File: src/rtl/pipe_hazard_ctrl_if.sv
// Decode-side hazard bus: decode fields and branch/hold inputs in,
// pipeline stall/flush enables, forwarding selects and counters out.
interface pipe_hazard_ctrl_if #(
    parameter int REGW = 4,
    parameter int NSRC = 2,
    parameter int NSTG = 3,
    parameter int CNTW = 16
);
    localparam int SELW = (NSTG > 1) ? $clog2(NSTG) : 1;

    logic                   hold;
    logic                   dec_valid;
    logic [NSRC*REGW-1:0]   dec_src;
    logic [NSRC-1:0]        dec_src_used;
    logic [REGW-1:0]        dec_dst;
    logic                   dec_regwrite;
    logic                   dec_load;
    logic                   dec_pcwrite;
    logic                   br_taken_e;
    logic                   stall_f;
    logic                   stall_d;
    logic                   flush_d;
    logic                   flush_e;
    logic [NSRC*SELW-1:0]   fwd_sel;
    logic [CNTW-1:0]        ldstall_cnt;
    logic [CNTW-1:0]        brflush_cnt;

    modport master (
        output hold, dec_valid, dec_src, dec_src_used, dec_dst,
               dec_regwrite, dec_load, dec_pcwrite, br_taken_e,
        input  stall_f, stall_d, flush_d, flush_e, fwd_sel,
               ldstall_cnt, brflush_cnt
    );

    modport slave (
        input  hold, dec_valid, dec_src, dec_src_used, dec_dst,
               dec_regwrite, dec_load, dec_pcwrite, br_taken_e,
        output stall_f, stall_d, flush_d, flush_e, fwd_sel,
               ldstall_cnt, brflush_cnt
    );
endinterface

File: src/rtl/pipe_hazard_ctrl.sv
// Hazard, forwarding and pipeline-control unit. A scoreboard shift register
// tracks in-flight writes for NSTG stages after decode (entry 0 = E).
module pipe_hazard_ctrl #(
    parameter int REGW  = 4,
    parameter int NSRC  = 2,
    parameter int NSTG  = 3,
    parameter int LDSTG = 2,
    parameter int PCREG = 15,
    parameter int CNTW  = 16
) (
    input logic              clk,
    input logic              reset,
    pipe_hazard_ctrl_if.slave hz
);
    localparam int SELW = (NSTG > 1) ? $clog2(NSTG) : 1;
    localparam logic [REGW-1:0] PC_ADDR = REGW'(PCREG);
    localparam logic [CNTW-1:0] CNT_MAX = {CNTW{1'b1}};

    logic [NSTG-1:0]      vld_q, vld_d, rw_q, rw_d, ld_q, ld_d, pcw_q, pcw_d;
    logic [REGW-1:0]      dst_q [NSTG];
    logic [REGW-1:0]      dst_d [NSTG];
    logic [NSRC*REGW-1:0] src_q, src_d;
    logic [NSRC-1:0]      used_q, used_d;
    logic [CNTW-1:0]      ldcnt_q, ldcnt_d, brcnt_q, brcnt_d;

    logic                 ldu, ldu_eff, pc_pend, pc_w, issue;
    logic                 stall_f, stall_d, flush_d, flush_e;
    logic [NSRC*SELW-1:0] fwd_sel;

    // Load-use: a decode operand needs a load whose data will not be
    // forwardable when the consumer reaches E next cycle.
    always_comb begin
        ldu = 1'b0;
        for (int k = 0; k < LDSTG - 1; k++) begin
            for (int i = 0; i < NSRC; i++) begin
                if (hz.dec_valid && hz.dec_src_used[i] &&
                    (hz.dec_src[i*REGW +: REGW] != PC_ADDR) &&
                    vld_q[k] && ld_q[k] &&
                    (dst_q[k] == hz.dec_src[i*REGW +: REGW]))
                    ldu = 1'b1;
            end
        end
    end

    assign pc_pend = (hz.dec_valid & hz.dec_pcwrite) |
                     (|(vld_q[NSTG-2:0] & pcw_q[NSTG-2:0]));
    assign pc_w    = vld_q[NSTG-1] & pcw_q[NSTG-1];
    // A taken branch makes the stalled consumer wrong-path, so it wins.
    assign ldu_eff = ldu & ~hz.br_taken_e;

    // Stall/flush enables; reset forces all low, hold freezes front end.
    always_comb begin
        stall_f = 1'b0;
        stall_d = 1'b0;
        flush_d = 1'b0;
        flush_e = 1'b0;
        if (!reset) begin
            stall_f = 1'b0;
        end else if (hz.hold) begin
            stall_f = 1'b1;
            stall_d = 1'b1;
        end else begin
            stall_f = ldu_eff | pc_pend;
            stall_d = ldu_eff;
            flush_e = ldu_eff | hz.br_taken_e;
            flush_d = pc_pend | pc_w | hz.br_taken_e;
        end
    end

    // Forwarding: youngest available producer wins (scan oldest to youngest).
    always_comb begin
        fwd_sel = '0;
        for (int i = 0; i < NSRC; i++) begin
            for (int k = NSTG - 1; k >= 1; k--) begin
                if (vld_q[k] && rw_q[k] &&
                    (dst_q[k] == src_q[i*REGW +: REGW]) &&
                    (!ld_q[k] || (k >= LDSTG)))
                    fwd_sel[i*SELW +: SELW] = SELW'(k);
            end
            if (!reset || !vld_q[0] || !used_q[i] ||
                (src_q[i*REGW +: REGW] == PC_ADDR))
                fwd_sel[i*SELW +: SELW] = '0;
        end
    end

    assign issue = hz.dec_valid & ~stall_d & ~flush_e;

    // Scoreboard advance: shift one stage per unheld cycle, bubble on no issue.
    always_comb begin
        vld_d  = vld_q;
        rw_d   = rw_q;
        ld_d   = ld_q;
        pcw_d  = pcw_q;
        dst_d  = dst_q;
        src_d  = src_q;
        used_d = used_q;
        if (!hz.hold) begin
            vld_d    = {vld_q[NSTG-2:0], issue};
            rw_d     = {rw_q[NSTG-2:0],  issue & hz.dec_regwrite};
            ld_d     = {ld_q[NSTG-2:0],  issue & hz.dec_load};
            pcw_d    = {pcw_q[NSTG-2:0], issue & hz.dec_pcwrite};
            dst_d[0] = hz.dec_dst;
            for (int k = 1; k < NSTG; k++) dst_d[k] = dst_q[k-1];
            src_d    = hz.dec_src;
            used_d   = issue ? hz.dec_src_used : '0;
        end
    end

    // Saturating performance counters, frozen under hold.
    always_comb begin
        ldcnt_d = ldcnt_q;
        brcnt_d = brcnt_q;
        if (!hz.hold) begin
            if (ldu_eff && (ldcnt_q != CNT_MAX))       ldcnt_d = ldcnt_q + 1'b1;
            if (hz.br_taken_e && (brcnt_q != CNT_MAX)) brcnt_d = brcnt_q + 1'b1;
        end
    end

    // State registers with synchronous active-low reset.
    always_ff @(posedge clk) begin
        if (!reset) begin
            vld_q   <= '0;
            rw_q    <= '0;
            ld_q    <= '0;
            pcw_q   <= '0;
            for (int k = 0; k < NSTG; k++) dst_q[k] <= '0;
            src_q   <= '0;
            used_q  <= '0;
            ldcnt_q <= '0;
            brcnt_q <= '0;
        end else begin
            vld_q   <= vld_d;
            rw_q    <= rw_d;
            ld_q    <= ld_d;
            pcw_q   <= pcw_d;
            dst_q   <= dst_d;
            src_q   <= src_d;
            used_q  <= used_d;
            ldcnt_q <= ldcnt_d;
            brcnt_q <= brcnt_d;
        end
    end

    assign hz.stall_f     = stall_f;
    assign hz.stall_d     = stall_d;
    assign hz.flush_d     = flush_d;
    assign hz.flush_e     = flush_e;
    assign hz.fwd_sel     = fwd_sel;
    assign hz.ldstall_cnt = ldcnt_q;
    assign hz.brflush_cnt = brcnt_q;
endmodule

File: src/flat_wrapper.sv
// flat-port wrapper written by rule: the top's interface ports become plain ports
module pipe_hazard_ctrl_flat 
#(
    parameter int REGW  = 4,
    parameter int NSRC  = 2,
    parameter int NSTG  = 3,
    parameter int LDSTG = 2,
    parameter int PCREG = 15,
    parameter int CNTW  = 16
)
  (clk, reset, hz_hold, hz_dec_valid, hz_dec_src, hz_dec_src_used, hz_dec_dst, hz_dec_regwrite, hz_dec_load, hz_dec_pcwrite, hz_br_taken_e, hz_stall_f, hz_stall_d, hz_flush_d, hz_flush_e, hz_fwd_sel, hz_ldstall_cnt, hz_brflush_cnt);
  pipe_hazard_ctrl_if #(.REGW(REGW), .NSRC(NSRC), .NSTG(NSTG), .CNTW(CNTW)) hz_i ();
  input logic clk;
  input logic reset;
  input wire logic [$bits(hz_i.hold)-1:0] hz_hold;
  input wire logic [$bits(hz_i.dec_valid)-1:0] hz_dec_valid;
  input wire logic [$bits(hz_i.dec_src)-1:0] hz_dec_src;
  input wire logic [$bits(hz_i.dec_src_used)-1:0] hz_dec_src_used;
  input wire logic [$bits(hz_i.dec_dst)-1:0] hz_dec_dst;
  input wire logic [$bits(hz_i.dec_regwrite)-1:0] hz_dec_regwrite;
  input wire logic [$bits(hz_i.dec_load)-1:0] hz_dec_load;
  input wire logic [$bits(hz_i.dec_pcwrite)-1:0] hz_dec_pcwrite;
  input wire logic [$bits(hz_i.br_taken_e)-1:0] hz_br_taken_e;
  output wire logic [$bits(hz_i.stall_f)-1:0] hz_stall_f;
  output wire logic [$bits(hz_i.stall_d)-1:0] hz_stall_d;
  output wire logic [$bits(hz_i.flush_d)-1:0] hz_flush_d;
  output wire logic [$bits(hz_i.flush_e)-1:0] hz_flush_e;
  output wire logic [$bits(hz_i.fwd_sel)-1:0] hz_fwd_sel;
  output wire logic [$bits(hz_i.ldstall_cnt)-1:0] hz_ldstall_cnt;
  output wire logic [$bits(hz_i.brflush_cnt)-1:0] hz_brflush_cnt;
  assign hz_i.hold = hz_hold;
  assign hz_i.dec_valid = hz_dec_valid;
  assign hz_i.dec_src = hz_dec_src;
  assign hz_i.dec_src_used = hz_dec_src_used;
  assign hz_i.dec_dst = hz_dec_dst;
  assign hz_i.dec_regwrite = hz_dec_regwrite;
  assign hz_i.dec_load = hz_dec_load;
  assign hz_i.dec_pcwrite = hz_dec_pcwrite;
  assign hz_i.br_taken_e = hz_br_taken_e;
  assign hz_stall_f = hz_i.stall_f;
  assign hz_stall_d = hz_i.stall_d;
  assign hz_flush_d = hz_i.flush_d;
  assign hz_flush_e = hz_i.flush_e;
  assign hz_fwd_sel = hz_i.fwd_sel;
  assign hz_ldstall_cnt = hz_i.ldstall_cnt;
  assign hz_brflush_cnt = hz_i.brflush_cnt;
  pipe_hazard_ctrl #(.REGW(REGW), .NSRC(NSRC), .NSTG(NSTG), .LDSTG(LDSTG), .PCREG(PCREG), .CNTW(CNTW)) u_core (.clk(clk), .reset(reset), .hz(hz_i));
endmodule
File: config.mk
export PLATFORM = sky130hd
export DESIGN_NAME = pipe_hazard_ctrl_flat
export DESIGN_NICKNAME = d
export VERILOG_FILES = /design/src/rtl/pipe_hazard_ctrl_if.sv /design/src/rtl/pipe_hazard_ctrl.sv /design/src/flat_wrapper.sv
export SDC_FILE = /design/constraint.sdc
export NUM_CORES = 1
export LEC_CHECK = 0
export CORE_MARGIN = 2
export CORE_UTILIZATION = 25
export CTS_CLUSTER_DIAMETER = 80
export DETAILED_ROUTE_END_ITERATION = 16
export GPL_TIMING_DRIVEN = 1
export PLACE_DENSITY = 0.56
export SYNTH_ARGS = -nofsm -noshare
export SYNTH_HDL_FRONTEND = slang
export SYNTH_SLANG_ARGS = --single-unit
File: constraint.sdc
create_clock -name clk -period 1.8 [get_ports clk]
set_input_delay 0.18 -clock clk [delete_from_list [all_inputs] [get_ports clk]]
set_output_delay 0.18 -clock clk [all_outputs]
set_load 0.01 [all_outputs]
* Yosys cells after proc, flatten, opt, wreduce, memory -nomap -nowiden
Index checks and enable logic that the tools add are counted.
** Word-level totals
- Logic and storage cells :: 93
- Input port bits :: 22
- Register bits after elaboration :: 65
- Output and inout bits :: 40
** Operators by class
- Bitwise operators :: 18
- Equal/unequal tests :: 12
- Muxes and demuxes :: 17
- Reduce and logical (&&, ||, !) cells :: 33
- Add/sub/neg operators :: 2
** Operators by type and width (number)
- 16-bit by 1-bit adder with 16-bit output (second input constant) :: 2
- 16-bit != test (second input constant) :: 2
- 4-bit equality test :: 6
- 1-bit logical AND :: 20
- 2-bit two-way mux :: 7
- 1-bit two-way mux :: 10
- 1-bit bitwise AND :: 8
- 4-bit equality test (second input constant) :: 2
- 4-bit != test (second input constant) :: 2
- 1-bit zero test :: 5
- 1-bit logical OR :: 5
- 1-bit OR :: 5
- 1-bit NOT :: 4
- 2-bit AND reduction :: 2
- 2-bit bitwise AND :: 1
- 2-bit OR reduction :: 1

* Longest topological paths before layout
- Depth after elaboration :: 14
- Mapped depth :: 10
- Gate-level depth less buffers :: 7

* Worst setup path after synthesis
No wires, ideal clock.
- Path type :: register to register
- Start :: register u_core.ldcnt_q[0] (netlist: u_core.hz.ldstall_cnt[0])
- End :: register u_core.ldcnt_q[10] (netlist: u_core.hz.ldstall_cnt[10])
- Path slack :: -153 ps
- Cell stages (with the launch flop) :: 11
- Arrival :: 1820 ps
- Cells stage by stage :: dfxtp_1 > ha_1 > nand3_1 > nor2_1 > a31o_1 > nand2b_4 > buf_6 > buf_6 > buf_2 > o31ai_1 > a21oi_1
** On the way
- Word-level cells in the longest chain between the ends :: 3
- Elaborated cells on any way between the ends :: 4
- Those cells by class :: add/sub: 1; eq/ne: 1; reduce/logical: 2
** RTL lines
- from (decl) :: RTL line pipe_hazard_ctrl.sv:24 : logic [CNTW-1:0] ldcnt_q, ldcnt_d, brcnt_q, brcnt_d;
- from (signal assigned) :: RTL line pipe_hazard_ctrl.sv:139 : ldcnt_q <= ldcnt_d;
- parallel branches: the longest is 3 deep, another holds 16-bit by 1-bit adder with 16-bit output
Parallel ways; which one is timed is not known.
A chain may end at the register's enable or synchronous reset.

* Worst setup path after layout
- Start :: register u_core.dst_q[11] (netlist name)
- End :: output port hz_stall_f
** On the way
- Word-level cells in the longest chain between the ends :: 8
- Elaborated cells on any way between the ends :: 10
- Those cells by class :: eq/ne: 2; mux: 4; bitwise: 2; reduce/logical: 2
** RTL lines
- from (decl) :: RTL line pipe_hazard_ctrl.sv:20 : logic [REGW-1:0] dst_q [NSTG];
- from (signal assigned) :: RTL line pipe_hazard_ctrl.sv:136 : dst_q <= dst_d;
- 4-bit equality test :: RTL line pipe_hazard_ctrl.sv:39 : (dst_q[k] == hz.dec_src[i*REGW +: REGW]))
- 1-bit logical AND :: RTL line pipe_hazard_ctrl.sv:38 : vld_q[k] && ld_q[k] &&
- 1-bit two-way mux :: RTL line pipe_hazard_ctrl.sv:36 : if (hz.dec_valid && hz.dec_src_used[i] &&
- 1-bit two-way mux (*) :: RTL line pipe_hazard_ctrl.sv:36
- 1-bit bitwise AND (*) :: RTL line pipe_hazard_ctrl.sv:49 : assign ldu_eff = ldu & ~hz.br_taken_e;
- 1-bit OR (*) :: RTL line pipe_hazard_ctrl.sv:63 : stall_f = ldu_eff | pc_pend;
- 1-bit two-way mux (*) :: RTL line pipe_hazard_ctrl.sv:59 : end else if (hz.hold) begin
- 1-bit two-way mux (*) :: RTL line pipe_hazard_ctrl.sv:57 : if (!reset) begin
- to (decl) :: RTL line flat_wrapper.sv:24 : output wire logic [$bits(hz_i.stall_f)-1:0] hz_stall_f;
Every way passes the cells marked *; elsewhere a longest branch is shown, timed or not.

==> flow_summary.yaml <==
run_status:
  status: "finished, violations left"
  violations: "negative setup slack"
grt:
  grt_pass1_wl_mm: 15.0
  gr-total-overflow: 0
  antenna_found_initial: 0
  grt_start_max_net_pins: 43
  grt_use_total_pct: 13.4
  grt_pass1_vias: 3095
clock_network:
  clkTransAtPathRegs_ns: 0.05
  clock_sinks: 65
  numCtsBuffers: 9
  postCtsHoldBufs: 0
  clock_latency_ns: 0.33
  clockRootBuffer: "clkbuf_16"
  cts_tree: "yes"
  clk_path_buf_depth: 2
  cts_max_level: 3
synth:
  synth_top_family_by_area: "simple AND/OR/NAND/NOR gates"
  async_flop_share_pct: 0
  syn_area_sq_mm: 0.00322
  synth_compound_area_share_pct: 9.87
  synth_nets: 373
  synth_flop_cell: "dfxtp_1"
  yosysSeqAreaShare_pct: 40.4
  synthXorXnorAreaFrac_pct: 11.1
  synth_cell_types: 51
  synth_mux_area_share_pct: 9.02
  synthSimpleGateAreaFrac_pct: 24.8
  syn_area_per_cell_sq_um: 9.22
  synthAdderAreaFrac_pct: 0.777
  yosysWarnings: 0
  synth_edf_count: 0
  synth_seq_cells: 65
  syn_inst: 349
critical_path:
  crit_path_cell_trace: "buf_6 > xnor2_2 > nand4_1 > nor3_2 > nor2_4 > nor2_4 > buf_6 > o31a_1 > buf_2"
  crit_path_max_incr_delay_ns: 0.37
  cp_max_fo: 5
  cp-start-kind: "flop"
  r2r-start: "u_core.dst_q[11]$_SDFFE_PN0N_"
  cp_slowest_cell: "dfxtp_4"
  worstPathArrival_ns: 1.91
  crit_required_ns: 1.62
  cp-end-kind: "output pin"
  worst-setup-path-type: "reg2out"
  crit_start: "u_core.dst_q[11]$_SDFFE_PN0N_"
  rr_worst_depth: 8
sta:
  final.setup_skew_ns: 0.00457
  setup_tns_ns: -3.45
  final_hold_viol_count: 0
  tightest_slew_ns: 0.547
  setup_slack_ns: -0.290
  grt_setup_unrepaired: "true"
  slew_violations: 0
  period_minus_slack_ns: 2.09
  finalCritPeriodShare_pct: 116
  slew_headroom_pct: 63.2
  finalSetupViolCount: 18
  clock.fmax_ghz: 0.478
placement:
  port_buffers: 61
  gp_congestion: 0.850
  hpwl_mm: 6.37
layout:
  fillCellCount: 1288
  diodes: 0
  area.growth.synth_to_final_pct: 58.3
  fin_nets: 506
  layout-drive-gt1-share_pct: 34.3
routing:
  vias_per_cell: 4.65
  first_iter_violations: 125
  routed_wl_mm: 9.14
  num_vias: 3065
  drtAntennaViolNets: 0
  firstDrtPassIters: 4
  drc: 0
  wl_per_cell_um: 13.9
job:
  maxCapViolCount: 0
floorplan:
  start_util_pct: 25.5
  ios: 62
  row_count: 41
  die_y_um: 117
  dieWidth_um: 117
  core_area_sq_mm: 0.0126
  dieArea_sq_mm: 0.0138
pwr:
  peakVddDrop_mv: 0.521
  finalPower_mw: 3.61
  p_leak_nw: 2.03
  p_per_area_mw_per_mm2: 709
min_path:
  timing.hold.worst.start: "hz_hold"
  holdPathStages: 3
  hp-class: "in2reg"
[repair_timing]
action,CTS,global route
pin swaps,13,16
cloned,0,1
setup endpoints to repair,31,32
buffers inserted,4,2
resized for setup,62,34
[cell type report]
type,instances,area (sq um),area share (%)
multi-input cells,262,2020,39.6
well taps,172,215,4.22
inverters,3,11.3,0.221
repair buffers,141,1220,24.0
clock buffers,11,243,4.76
flip-flops and latches,65,1330,26.2
clock inverters,5,52.6,1.03
[metrics by stage]
step	utilization [%]	setup slack [ns]	area [sq um]	instances	hold WS (ns)
after detailed placement	36.0	-0.646	4540	637	0.480
after CTS	39.3	-0.346	4960	656	0.279
after global placement	36.0	-0.588	4540	637	0.472
after global routing	40.4	-0.385	5090	659	0.292
after floorplan	-	0.00356	3260	349	0.302
final	40.4	-0.290	5090	659	0.297
[cell families after synthesis]
family / after synthesis
XOR/XNOR: 39
adder cells (fa/ha/maj): 2
buffers and inverters: 23
AO/OA/AOI/OAI: 45
multiplexers: 29
AND/OR/NAND/NOR: 146
flip-flops: 65
[final timing paths]
kind         slack (ns)                               endpoint
max               -0.29                             hz_stall_f
min                0.30           u_core.pcw_q[2]$_SDFFE_PN0N_
max reg2reg       -0.25  u_core.hz.ldstall_cnt[9]$_SDFFE_PN0P_
min reg2reg        0.49            u_core.ld_q[1]$_SDFFE_PN0N_
[layout by cell type (no fill, tap or decap), types with 14 or more instances in the layout]
| cell | Yosys | layout |
|---|---|---|
| dfxtp_2 | 0 | 14 |
| xor2_1 | 20 | 19 |
| dfxtp_1 | 65 | 47 |
| mux2i_1 | 29 | 29 |
| nand4_1 | 17 | 17 |
| xnor2_1 | 17 | 14 |
| clkdlybuf4s50_1 | 0 | 51 |
| buf_4 | 0 | 73 |
| nand2_1 | 18 | 18 |
| nor2_1 | 49 | 47 |
[sequential cells by signal, indices dropped and copies added, names as in the netlist]
name	flops
u_core.dst_q	12
u_core.hz.brflush_cnt	16
u_core.hz.ldstall_cnt	16
u_core.ld_q	2
u_core.pcw_q	3
u_core.rw_q	3
u_core.src_q	8
u_core.used_q	2
u_core.vld_q	3
[where the power goes]
group,leakage [nW],switching [mW],internal [mW]
sequential,0.536,0.0332,1.47
clock,0.150,0.638,1.11
combinational,1.35,0.176,0.194
[cell usage after synthesis, drive strengths merged (3+ instances only)]
cell type | number | area share [%]
and4 | 3 | 0.89
xnor2 | 19 | 5.6
nor4 | 6 | 1.6
o21ai | 5 | 0.78
and2 | 3 | 0.58
o31ai | 7 | 1.6
nand2 | 18 | 2.1
inv | 3 | 0.35
clkbuf | 7 | 0.82
dfxtp | 65 | 40
nand4 | 17 | 3.3
nor3 | 5 | 0.93
nor2 | 50 | 5.9
nand3 | 11 | 1.7
o41ai | 3 | 1.0
a21oi | 15 | 2.3
and3 | 6 | 1.2
xor2 | 20 | 5.4
buf | 13 | 2.9
or3 | 3 | 0.58
a32o | 4 | 1.2
nand2b | 7 | 1.6
mux2i | 29 | 9.0
or4 | 8 | 1.9
[critical path, delay by kind of cell, from the launching register on]
| kind | cells | cell delay (ns) |
|---|---|---|
| buffers and inverters | 3 | 0.34 |
| AO/OA/AOI/OAI | 1 | 0.10 |
| AND/OR/NAND/NOR | 4 | 0.63 |
| flip-flops | 1 | 0.37 |
| XOR/XNOR | 1 | 0.11 |
[metal layers]
metal	part of all wire, %	vias to the layer above	track usage (%)
li1	-	1525	-
met3	4.1	8	4.55
met5	0	-	0
met4	1.1	0	3.61
met2	50	58	23.1
met1	45	1474	15.9
Note: power is estimated with default switching activity, not from simulation.
